==> config.mk <==
export PLATFORM = sky130hd
export DESIGN_NAME = ysyx_23060124_exu_lsu_regs_flat
export DESIGN_NICKNAME = d
export VERILOG_FILES = /design/src/rtl/ysyx_23060124_exu_lsu_regs_if.sv /design/src/rtl/ysyx_23060124_exu_lsu_regs.sv /design/src/flat_wrapper.sv
export SDC_FILE = /design/constraint.sdc
export NUM_CORES = 1
export LEC_CHECK = 0
export BUFFER_PORTS_ARGS = -buffer_cell sky130_fd_sc_hd__buf_2
export CAP_MARGIN = 20
export CORE_AREA = 2 2 125 127
export CTS_CLUSTER_SIZE = 16
export DETAILED_ROUTE_END_ITERATION = 7
export DIE_AREA = 0 0 127 129
export GPL_TIMING_DRIVEN = 0
export PLACE_DENSITY_LB_ADDON = 0.05
export SLEW_MARGIN = 20
export SYNTH_ARGS = -nofsm -noshare
export SYNTH_HDL_FRONTEND = slang
export SYNTH_SLANG_ARGS = --single-unit
==> constraint.sdc <==
create_clock -name clock -period 2.25 [get_ports clock]
set_input_delay 0.225 -clock clock [delete_from_list [all_inputs] [get_ports clock]]
set_output_delay 0.225 -clock clock [all_outputs]
set_load 0.005 [all_outputs]
==> src/rtl/ysyx_23060124_exu_lsu_regs_if.sv <==
// -----------------------------------------------------------------------------
// ysyx_23060124_exu_lsu_regs_if
//
// Purpose : groups the EXU->LSU pipeline-register handshake and payload
//           signals into one bundle so the stage register and its neighbours
//           connect through a single port.
//
// Modports:
//   slave  - the pipeline register itself: samples the i_* side (EXU beat,
//            LSU ready, flush) and drives the o_* side (ready to EXU, valid
//            and registered payload to LSU).
//   master - the environment around it (EXU + LSU, or a testbench): drives
//            i_* and observes o_*.
//
// Signals:
//   i_pre_valid / o_pre_ready   EXU-side valid/ready handshake
//   o_post_valid / i_post_ready LSU-side valid/ready handshake
//   i_flush                     redirect flush, discards held and offered beats
//   i_pc .. i_store_opt         EXU result beat
//   o_pc .. o_store_opt         registered beat presented to the LSU
// -----------------------------------------------------------------------------
interface ysyx_23060124_exu_lsu_regs_if;

  // Handshake and flush
  logic        i_pre_valid;
  logic        o_pre_ready;
  logic        o_post_valid;
  logic        i_post_ready;
  logic        i_flush;

  // Incoming EXU beat
  logic [31:0] i_pc;
  logic [31:0] i_alu_res;
  logic [31:0] i_lsu_wdata;
  logic [31:0] i_csr_wdata;
  logic [11:0] i_csr_addr;
  logic [4:0]  i_rd;
  logic        i_wen;
  logic        i_csr_wen;
  logic        i_load;
  logic        i_store;
  logic        i_ebreak;
  logic [2:0]  i_load_opt;
  logic [2:0]  i_store_opt;

  // Registered beat towards the LSU
  logic [31:0] o_pc;
  logic [31:0] o_alu_res;
  logic [31:0] o_lsu_wdata;
  logic [31:0] o_csr_wdata;
  logic [11:0] o_csr_addr;
  logic [4:0]  o_rd;
  logic        o_wen;
  logic        o_csr_wen;
  logic        o_load;
  logic        o_store;
  logic        o_ebreak;
  logic [2:0]  o_load_opt;
  logic [2:0]  o_store_opt;

  modport slave (
    input  i_pre_valid, i_post_ready, i_flush,
    input  i_pc, i_alu_res, i_lsu_wdata, i_csr_wdata, i_csr_addr, i_rd,
    input  i_wen, i_csr_wen, i_load, i_store, i_ebreak, i_load_opt, i_store_opt,
    output o_pre_ready, o_post_valid,
    output o_pc, o_alu_res, o_lsu_wdata, o_csr_wdata, o_csr_addr, o_rd,
    output o_wen, o_csr_wen, o_load, o_store, o_ebreak, o_load_opt, o_store_opt
  );

  modport master (
    output i_pre_valid, i_post_ready, i_flush,
    output i_pc, i_alu_res, i_lsu_wdata, i_csr_wdata, i_csr_addr, i_rd,
    output i_wen, i_csr_wen, i_load, i_store, i_ebreak, i_load_opt, i_store_opt,
    input  o_pre_ready, o_post_valid,
    input  o_pc, o_alu_res, o_lsu_wdata, o_csr_wdata, o_csr_addr, o_rd,
    input  o_wen, o_csr_wen, o_load, o_store, o_ebreak, o_load_opt, o_store_opt
  );

endinterface

==> src/rtl/ysyx_23060124_exu_lsu_regs.sv <==
// -----------------------------------------------------------------------------
// ysyx_23060124_exu_lsu_regs
//
// Purpose : pipeline register between the execute stage (EXU) and the
//           load/store stage (LSU). Captures one EXU result beat under a
//           valid/ready handshake, presents it to the LSU, and discards every
//           in-flight beat on a redirect flush.
//
// Ports:
//   clock   - core clock, all state updates on the rising edge
//   reset   - synchronous, active-high
//   io_bus  - ysyx_23060124_exu_lsu_regs_if.slave: EXU handshake
//             (i_pre_valid/o_pre_ready), LSU handshake
//             (o_post_valid/i_post_ready), i_flush, and the i_*/o_* payload.
//
// Configuration macro:
//   EXU_LSU_SKID_EN - when defined, a second (skid) entry sits behind the
//                     main entry so o_pre_ready depends only on state and
//                     reset, cutting the combinational path from
//                     i_post_ready. When undefined the block is a single
//                     entry whose ready is (~main_v | i_post_ready) & ~reset.
//
// Behaviour common to both builds:
//   - priority per cycle: reset > flush > normal update
//   - a flush clears both valid bits and all o_* payload; an offered beat in
//     the flush cycle is dropped
//   - whenever the main entry empties without a replacement, the o_* payload
//     is zeroed so the LSU never observes stale control flags
// -----------------------------------------------------------------------------
module ysyx_23060124_exu_lsu_regs (
  input  logic                             clock,
  input  logic                             reset,
  ysyx_23060124_exu_lsu_regs_if.slave      io_bus
);

  // One EXU result beat, everything except handshake and flush.
  typedef struct packed {
    logic [31:0] pc;
    logic [31:0] alu_res;
    logic [31:0] lsu_wdata;
    logic [31:0] csr_wdata;
    logic [11:0] csr_addr;
    logic [4:0]  rd;
    logic        wen;
    logic        csr_wen;
    logic        load;
    logic        store;
    logic        ebreak;
    logic [2:0]  load_opt;
    logic [2:0]  store_opt;
  } payload_t;

  payload_t w_in_beat;
  payload_t r_main;
  logic     r_main_v;
  logic     w_ready;
  logic     w_acc;
  logic     w_drn;

  assign w_in_beat = '{
    pc:        io_bus.i_pc,
    alu_res:   io_bus.i_alu_res,
    lsu_wdata: io_bus.i_lsu_wdata,
    csr_wdata: io_bus.i_csr_wdata,
    csr_addr:  io_bus.i_csr_addr,
    rd:        io_bus.i_rd,
    wen:       io_bus.i_wen,
    csr_wen:   io_bus.i_csr_wen,
    load:      io_bus.i_load,
    store:     io_bus.i_store,
    ebreak:    io_bus.i_ebreak,
    load_opt:  io_bus.i_load_opt,
    store_opt: io_bus.i_store_opt
  };

  // A beat offered during a flush is never accepted, even with ready high.
  assign w_acc = io_bus.i_pre_valid & w_ready & ~io_bus.i_flush;
  assign w_drn = r_main_v & io_bus.i_post_ready;

`ifdef EXU_LSU_SKID_EN

  payload_t r_skid;
  logic     r_skid_v;

  // Ready comes only from state and reset: no path from i_post_ready.
  assign w_ready = ~r_skid_v & ~reset;

  always_ff @(posedge clock) begin
    // NOTE: every state element in a clocked block uses <=, so all
    // registers see the pre-edge values of each other regardless of order.
    if (reset) begin
      // NOTE: the payload registers are reset along with the valid bits
      // because the o_* ports must read as 0 out of reset, not just be
      // qualified by o_post_valid.
      r_main_v <= 1'b0;
      r_main   <= '0;
      r_skid_v <= 1'b0;
      r_skid   <= '0;
    end else if (io_bus.i_flush) begin
      r_main_v <= 1'b0;
      r_main   <= '0;
      r_skid_v <= 1'b0;
      r_skid   <= '0;
    end else if (!r_main_v || w_drn) begin
      // Main is free this edge. The skid beat is older than anything on
      // the input, so it moves first; ready is low while skid is full, so
      // no new beat can arrive in the same cycle.
      if (r_skid_v) begin
        r_main   <= r_skid;
        r_main_v <= 1'b1;
        r_skid_v <= 1'b0;
        r_skid   <= '0;
      end else if (w_acc) begin
        r_main   <= w_in_beat;
        r_main_v <= 1'b1;
      end else if (w_drn) begin
        // Main empties with nothing behind it: zero the visible payload.
        r_main_v <= 1'b0;
        r_main   <= '0;
      end
    end else if (w_acc) begin
      // Main is stalled: park the new beat in skid, main holds.
      r_skid   <= w_in_beat;
      r_skid_v <= 1'b1;
    end
  end

`else

  // Single entry: accept when empty or when the held beat leaves this edge.
  assign w_ready = (~r_main_v | io_bus.i_post_ready) & ~reset;

  always_ff @(posedge clock) begin
    if (reset) begin
      r_main_v <= 1'b0;
      r_main   <= '0;
    end else if (io_bus.i_flush) begin
      r_main_v <= 1'b0;
      r_main   <= '0;
    end else if (w_acc) begin
      r_main   <= w_in_beat;
      r_main_v <= 1'b1;
    end else if (w_drn) begin
      r_main_v <= 1'b0;
      r_main   <= '0;
    end
  end

`endif

  assign io_bus.o_pre_ready  = w_ready;
  assign io_bus.o_post_valid = r_main_v;

  assign io_bus.o_pc         = r_main.pc;
  assign io_bus.o_alu_res    = r_main.alu_res;
  assign io_bus.o_lsu_wdata  = r_main.lsu_wdata;
  assign io_bus.o_csr_wdata  = r_main.csr_wdata;
  assign io_bus.o_csr_addr   = r_main.csr_addr;
  assign io_bus.o_rd         = r_main.rd;
  assign io_bus.o_wen        = r_main.wen;
  assign io_bus.o_csr_wen    = r_main.csr_wen;
  assign io_bus.o_load       = r_main.load;
  assign io_bus.o_store      = r_main.store;
  assign io_bus.o_ebreak     = r_main.ebreak;
  assign io_bus.o_load_opt   = r_main.load_opt;
  assign io_bus.o_store_opt  = r_main.store_opt;

endmodule
==> src/flat_wrapper.sv <==
// flat-port wrapper written by rule: the top's interface ports become plain ports
module ysyx_23060124_exu_lsu_regs_flat 
  (clock, reset, io_bus_i_pre_valid, io_bus_i_post_ready, io_bus_i_flush, io_bus_i_pc, io_bus_i_alu_res, io_bus_i_lsu_wdata, io_bus_i_csr_wdata, io_bus_i_csr_addr, io_bus_i_rd, io_bus_i_wen, io_bus_i_csr_wen, io_bus_i_load, io_bus_i_store, io_bus_i_ebreak, io_bus_i_load_opt, io_bus_i_store_opt, io_bus_o_pre_ready, io_bus_o_post_valid, io_bus_o_pc, io_bus_o_alu_res, io_bus_o_lsu_wdata, io_bus_o_csr_wdata, io_bus_o_csr_addr, io_bus_o_rd, io_bus_o_wen, io_bus_o_csr_wen, io_bus_o_load, io_bus_o_store, io_bus_o_ebreak, io_bus_o_load_opt, io_bus_o_store_opt);
  ysyx_23060124_exu_lsu_regs_if io_bus_i ();
  input  logic clock;
  input  logic reset;
  input wire logic [$bits(io_bus_i.i_pre_valid)-1:0] io_bus_i_pre_valid;
  input wire logic [$bits(io_bus_i.i_post_ready)-1:0] io_bus_i_post_ready;
  input wire logic [$bits(io_bus_i.i_flush)-1:0] io_bus_i_flush;
  input wire logic [$bits(io_bus_i.i_pc)-1:0] io_bus_i_pc;
  input wire logic [$bits(io_bus_i.i_alu_res)-1:0] io_bus_i_alu_res;
  input wire logic [$bits(io_bus_i.i_lsu_wdata)-1:0] io_bus_i_lsu_wdata;
  input wire logic [$bits(io_bus_i.i_csr_wdata)-1:0] io_bus_i_csr_wdata;
  input wire logic [$bits(io_bus_i.i_csr_addr)-1:0] io_bus_i_csr_addr;
  input wire logic [$bits(io_bus_i.i_rd)-1:0] io_bus_i_rd;
  input wire logic [$bits(io_bus_i.i_wen)-1:0] io_bus_i_wen;
  input wire logic [$bits(io_bus_i.i_csr_wen)-1:0] io_bus_i_csr_wen;
  input wire logic [$bits(io_bus_i.i_load)-1:0] io_bus_i_load;
  input wire logic [$bits(io_bus_i.i_store)-1:0] io_bus_i_store;
  input wire logic [$bits(io_bus_i.i_ebreak)-1:0] io_bus_i_ebreak;
  input wire logic [$bits(io_bus_i.i_load_opt)-1:0] io_bus_i_load_opt;
  input wire logic [$bits(io_bus_i.i_store_opt)-1:0] io_bus_i_store_opt;
  output wire logic [$bits(io_bus_i.o_pre_ready)-1:0] io_bus_o_pre_ready;
  output wire logic [$bits(io_bus_i.o_post_valid)-1:0] io_bus_o_post_valid;
  output wire logic [$bits(io_bus_i.o_pc)-1:0] io_bus_o_pc;
  output wire logic [$bits(io_bus_i.o_alu_res)-1:0] io_bus_o_alu_res;
  output wire logic [$bits(io_bus_i.o_lsu_wdata)-1:0] io_bus_o_lsu_wdata;
  output wire logic [$bits(io_bus_i.o_csr_wdata)-1:0] io_bus_o_csr_wdata;
  output wire logic [$bits(io_bus_i.o_csr_addr)-1:0] io_bus_o_csr_addr;
  output wire logic [$bits(io_bus_i.o_rd)-1:0] io_bus_o_rd;
  output wire logic [$bits(io_bus_i.o_wen)-1:0] io_bus_o_wen;
  output wire logic [$bits(io_bus_i.o_csr_wen)-1:0] io_bus_o_csr_wen;
  output wire logic [$bits(io_bus_i.o_load)-1:0] io_bus_o_load;
  output wire logic [$bits(io_bus_i.o_store)-1:0] io_bus_o_store;
  output wire logic [$bits(io_bus_i.o_ebreak)-1:0] io_bus_o_ebreak;
  output wire logic [$bits(io_bus_i.o_load_opt)-1:0] io_bus_o_load_opt;
  output wire logic [$bits(io_bus_i.o_store_opt)-1:0] io_bus_o_store_opt;
  assign io_bus_i.i_pre_valid = io_bus_i_pre_valid;
  assign io_bus_i.i_post_ready = io_bus_i_post_ready;
  assign io_bus_i.i_flush = io_bus_i_flush;
  assign io_bus_i.i_pc = io_bus_i_pc;
  assign io_bus_i.i_alu_res = io_bus_i_alu_res;
  assign io_bus_i.i_lsu_wdata = io_bus_i_lsu_wdata;
  assign io_bus_i.i_csr_wdata = io_bus_i_csr_wdata;
  assign io_bus_i.i_csr_addr = io_bus_i_csr_addr;
  assign io_bus_i.i_rd = io_bus_i_rd;
  assign io_bus_i.i_wen = io_bus_i_wen;
  assign io_bus_i.i_csr_wen = io_bus_i_csr_wen;
  assign io_bus_i.i_load = io_bus_i_load;
  assign io_bus_i.i_store = io_bus_i_store;
  assign io_bus_i.i_ebreak = io_bus_i_ebreak;
  assign io_bus_i.i_load_opt = io_bus_i_load_opt;
  assign io_bus_i.i_store_opt = io_bus_i_store_opt;
  assign io_bus_o_pre_ready = io_bus_i.o_pre_ready;
  assign io_bus_o_post_valid = io_bus_i.o_post_valid;
  assign io_bus_o_pc = io_bus_i.o_pc;
  assign io_bus_o_alu_res = io_bus_i.o_alu_res;
  assign io_bus_o_lsu_wdata = io_bus_i.o_lsu_wdata;
  assign io_bus_o_csr_wdata = io_bus_i.o_csr_wdata;
  assign io_bus_o_csr_addr = io_bus_i.o_csr_addr;
  assign io_bus_o_rd = io_bus_i.o_rd;
  assign io_bus_o_wen = io_bus_i.o_wen;
  assign io_bus_o_csr_wen = io_bus_i.o_csr_wen;
  assign io_bus_o_load = io_bus_i.o_load;
  assign io_bus_o_store = io_bus_i.o_store;
  assign io_bus_o_ebreak = io_bus_i.o_ebreak;
  assign io_bus_o_load_opt = io_bus_i.o_load_opt;
  assign io_bus_o_store_opt = io_bus_i.o_store_opt;
  ysyx_23060124_exu_lsu_regs u_core (.clock(clock), .reset(reset), .io_bus(io_bus_i));
endmodule
# [After elaboration in Yosys (flattened, before gate mapping)]
# Cells that the tools add are included.
[word_totals] regBits=157 in_bits=161 out_inout_bits=158 elab_cells=28
[classes] mux=4 bitwise_logic=8 reduce_logical=2
[op_table] operator="$mux 156" n=2
[op_table] operator="$and 1x1->1" n=4
[op_table] operator="$not 1->1" n=3
[op_table] operator="$mux 1" n=2
[op_table] operator="$reduce_bool 2->1" n=1
[op_table] operator="$reduce_or 2->1" n=1
[op_table] operator="$or 1x1->1" n=1

# [Logic depth before layout (Yosys ltp)]
[logic_depth] depth_word=6 depth_mapped=5 depth_no_buf=3

# [Worst setup path after synthesis]
# OpenSTA, ideal clock, no wires.
[synth_timing] kind="register to register" start="reg u_core.r_main_v, in the netlist u_core.io_bus.o_post_valid" end="reg u_core.r_main (netlist bit u_core.io_bus.o_lsu_wdata[21])" setup_ns=0.117 t_arrival_ns=1.185 required_time_ns=2.133 path_slack_ns=0.948 stages_incl_launch_ff=6 path_buffers=2 period_less_slack_ns=1.302 path_cell_list="dfxtp_1 nor2b_4 and3b_1 buf_4 buf_4 a22o_1"
[synth_between] elab_chain_cells=6 word_cells_on_any_way=8 classes_between="1 x mux; 6 x bitwise; 1 x reduce/logical"
[synth_rtl] element="from (decl)" line="ysyx_23060124_exu_lsu_regs.sv:55" text="logic r_main_v;"
[synth_rtl] element="from (signal assigned)" line="ysyx_23060124_exu_lsu_regs.sv:135" text="r_main_v <= 1'b0;"
[synth_rtl] element="from (signal assigned)" line="ysyx_23060124_exu_lsu_regs.sv:138" text="r_main_v <= 1'b0;"
[synth_rtl] element="from (signal assigned)" line="ysyx_23060124_exu_lsu_regs.sv:142" text="r_main_v <= 1'b1;"
[synth_rtl] element="$not 1->1" line="ysyx_23060124_exu_lsu_regs.sv:131" text="assign w_ready = (~r_main_v | io_bus.i_post_ready) & ~reset;"
[synth_rtl] element="$or 1x1->1" line="ysyx_23060124_exu_lsu_regs.sv:131"
[synth_rtl] element="$and 1x1->1" line="ysyx_23060124_exu_lsu_regs.sv:131"
[synth_rtl] element="$and 1x1->1 (2 in a row)" line="ysyx_23060124_exu_lsu_regs.sv:77" text="assign w_acc = io_bus.i_pre_valid & w_ready & ~io_bus.i_flush;"
[synth_rtl] element="$mux 156 or $reduce_bool 2->1 (tied branches)"
[synth_rtl] element="to (signal assigned)" line="ysyx_23060124_exu_lsu_regs.sv:141" text="r_main <= w_in_beat;"
[synth_rtl] element="to (decl)" line="ysyx_23060124_exu_lsu_regs.sv:54" text="payload_t r_main;"
# Several ways; a longest one is shown, not always the timed one.
# A chain may end at the register's enable or synchronous reset.

# [Worst setup path after layout]
[layout_timing] start="reg u_core.r_main_v, in the netlist u_core.io_bus.o_post_valid" end="reg u_core.r_main (netlist bit u_core.io_bus.o_alu_res[2])"
# Same word-level chain as after synthesis.

==> metrics.cfg <==
[placed_design]
place_ws_ps = 837
detailed_place_hpwl_microns = 11200
io_buffers = 318
place.gp.congestion = 0.769

[sta]
tightestPinTransition_ps = 236
hold_viol = 0
maxSlewHeadroom_pct = 84.3
fin_ws_ps = 823
drv_slew = 0
setup_viol_count_final = 0
fin_crit_sh_pct = 63.4
rsz0062_at_grt = no
max_freq_mhz = 701
finalClockSkew_ps = 6.97
tns_ps = 0
final.min_clock_period_ps = 1430

[clock_network]
path_clk_slew_ps = 60
clk_latency_ps = 410
clockBufferDepth = 2
htreeDepth = 4
cts_tree = yes
ctsResizeCount = 0
clock-sinks = 157
post_cts_buffers = 0
numCtsBuffers = 17
cts_root_buf = clkbuf_16

[grt]
grt_max_degree = 17
grt_pass1_wl_microns = 22600
grt_util_met1_pct = 19.4
grtUsageMet3_pct = 7.19
met2_usage_pct = 30.2
top_usage_layer = met2
antenna_found_initial = 2
grtUsageTotal_pct = 17.8
grt_pass1_vias = 4348
grt_overflow = 0

[setup_path]
crit_required_ps = 2550
setup.worst_path.class = reg -> reg
crit_path_start_kind = register
cp.buffers_inverters = 2
worstPathMaxFanout = 10
slowest_delay_ps = 340
critPathTopFamily = simple AND/OR/NAND/NOR gates
cp.arrival_ps = 1720
worstPathCellList = nor2b_4 > and3b_1 > buf_4 > buf_6 > a22o_1
crit_slowest_cell = dfxtp_1
end_kind = register

[power]
ir_worst_vdd_uv = 509
power.leakage_uw = 0.00383
p_per_area_mw_per_mm2 = 829

[finish]
final_common_cell = buf_2
fin_nets = 862
drive_gt1_share_pct = 53.5
area_growth_pct = 51.1
final_cell_mix = buf_2, dfxtp_1, a22o_1

[die]
die_w_microns = 127
core_sq_mm = 0.0150
ios = 319
fp-row-count = 45
start_util_pct = 32.8
die_area_sq_mm = 0.0164
die_h_microns = 129

[synth]
synth_top_area_share_pct = 64.1
yosysWarnings = 0
synth_nets = 515
synthDistinctLibCells = 9
yosys_register_bits = 157
synth_cells = 354
ys_seq_area_share_pct = 64.1
yosys.area.top_type = dfxtp_1
syn_area_per_cell_sq_um = 13.9
synthTopCellsByArea = dfxtp_1, a22o_1, buf_6
syn_area_sq_mm = 0.00491

[route]
first_pass_iters = 4
wl_microns = 14800
routed_via_density = 4.76
ant_nets = 0
post_drt_wl_per_cell_microns = 16.4
route.detailed.drc = 0
drt_iter0_drc = 170
vias = 4306

[min_path]
min_path_type = in -> reg

[job]
drv_cap = 0

[run_status]
status = finished clean

## cells in the mapped netlist
| cell type | instances |
|---|---|
| nor2_1 | 3 |
| buf_2 | 2 |
| o21a_1 | 2 |
| and3b_1 | 1 |
| dfxtp_1 | 157 |
| buf_6 | 26 |
| buf_4 | 6 |
| a22o_1 | 156 |
| nor2b_4 | 1 |
## state kept, by name, indices dropped and copies added (netlist names)
signal / flops
u_core.io_bus.o_alu_res: 32
u_core.io_bus.o_post_valid: 1
u_core.io_bus.o_rd: 5
u_core.io_bus.o_lsu_wdata: 32
u_core.io_bus.o_csr_addr: 12
u_core.io_bus.o_pc: 32
u_core.io_bus.o_csr_wen: 1
u_core.io_bus.o_csr_wdata: 32
u_core.io_bus.o_store_opt: 3
u_core.io_bus.o_ebreak: 1
u_core.io_bus.o_store: 1
u_core.io_bus.o_load: 1
u_core.io_bus.o_load_opt: 3
u_core.io_bus.o_wen: 1
## layer usage
layer,up-vias,wire (microns)
li1,2067,-
met1,1990,5710
met2,209,7210
met3,38,1350
met4,2,528
met5,-,13
## cells by family (layout without fill, tap and decap cells)
family          count (synthesis)  after routing  synth area share (%)
compound gates                158            158                  28.2
buf+inv                        34            394                  7.09
flops                         157            157                  64.1
other cells                     0              2                     0
simple gates                    5              5                 0.689
## area by class of cell
type	count	area [sq um]
Antenna cell	2	5.00
Buffer	34	348
Clock buffer	24	492
Clock inverter	8	82.6
Fill cell	1422	7560
Multi-Input combinational cell	163	1420
Sequential cell	157	3140
Tap cell	188	235
Timing Repair Buffer	328	1690
## report_power, final
group	leakage, uW	switching, uW	internal, uW
Clock	0.000269	1110	1640
Combinational	0.00228	198	272
Sequential	0.00128	45.9	2870
## through the flow
step	hold WS (ps)	cells	instance area (sq um)	power, uW	util [%]
3_3_place_gp	435	860	6730	3430	45.0
4_1_cts	0.412	901	7400	6220	49.4
6_report	19.5	904	7410	6150	49.5
3_5_place_dp	438	860	6730	3440	45.0
2_1_floorplan	349	354	4910	3160	-
5_1_grt	3.41	902	7410	6400	49.5
## path summary, 6_finish.rpt
check / from / end / slack, ps / cells past startpoint
setup / recovery: u_core.io_bus.o_post_valid / u_core.io_bus.o_alu_res[2] / 820 / 5
hold / removal: io_bus_i_csr_wdata[15] / u_core.io_bus.o_csr_wdata[15] / 20 / 2
setup reg to reg: u_core.io_bus.o_post_valid / u_core.io_bus.o_alu_res[2] / 820 / 5
hold reg to reg: u_core.io_bus.o_alu_res[21] / u_core.io_bus.o_alu_res[21] / 470 / 1
## worst register-to-register path, stage by stage (launching register included)
cell and delay (ps):
dfxtp_1 340, nor2b_4 170, and3b_1 220, buf_4 220, buf_6 170, a22o_1 180
## timing repair
action | in CTS | in global routing
endpoints found under the hold margin | 9 | 1
hold buffers | 9 | 1
endpoints found under the setup margin | 0 | 0
Power figures use the tool's default switching activity.
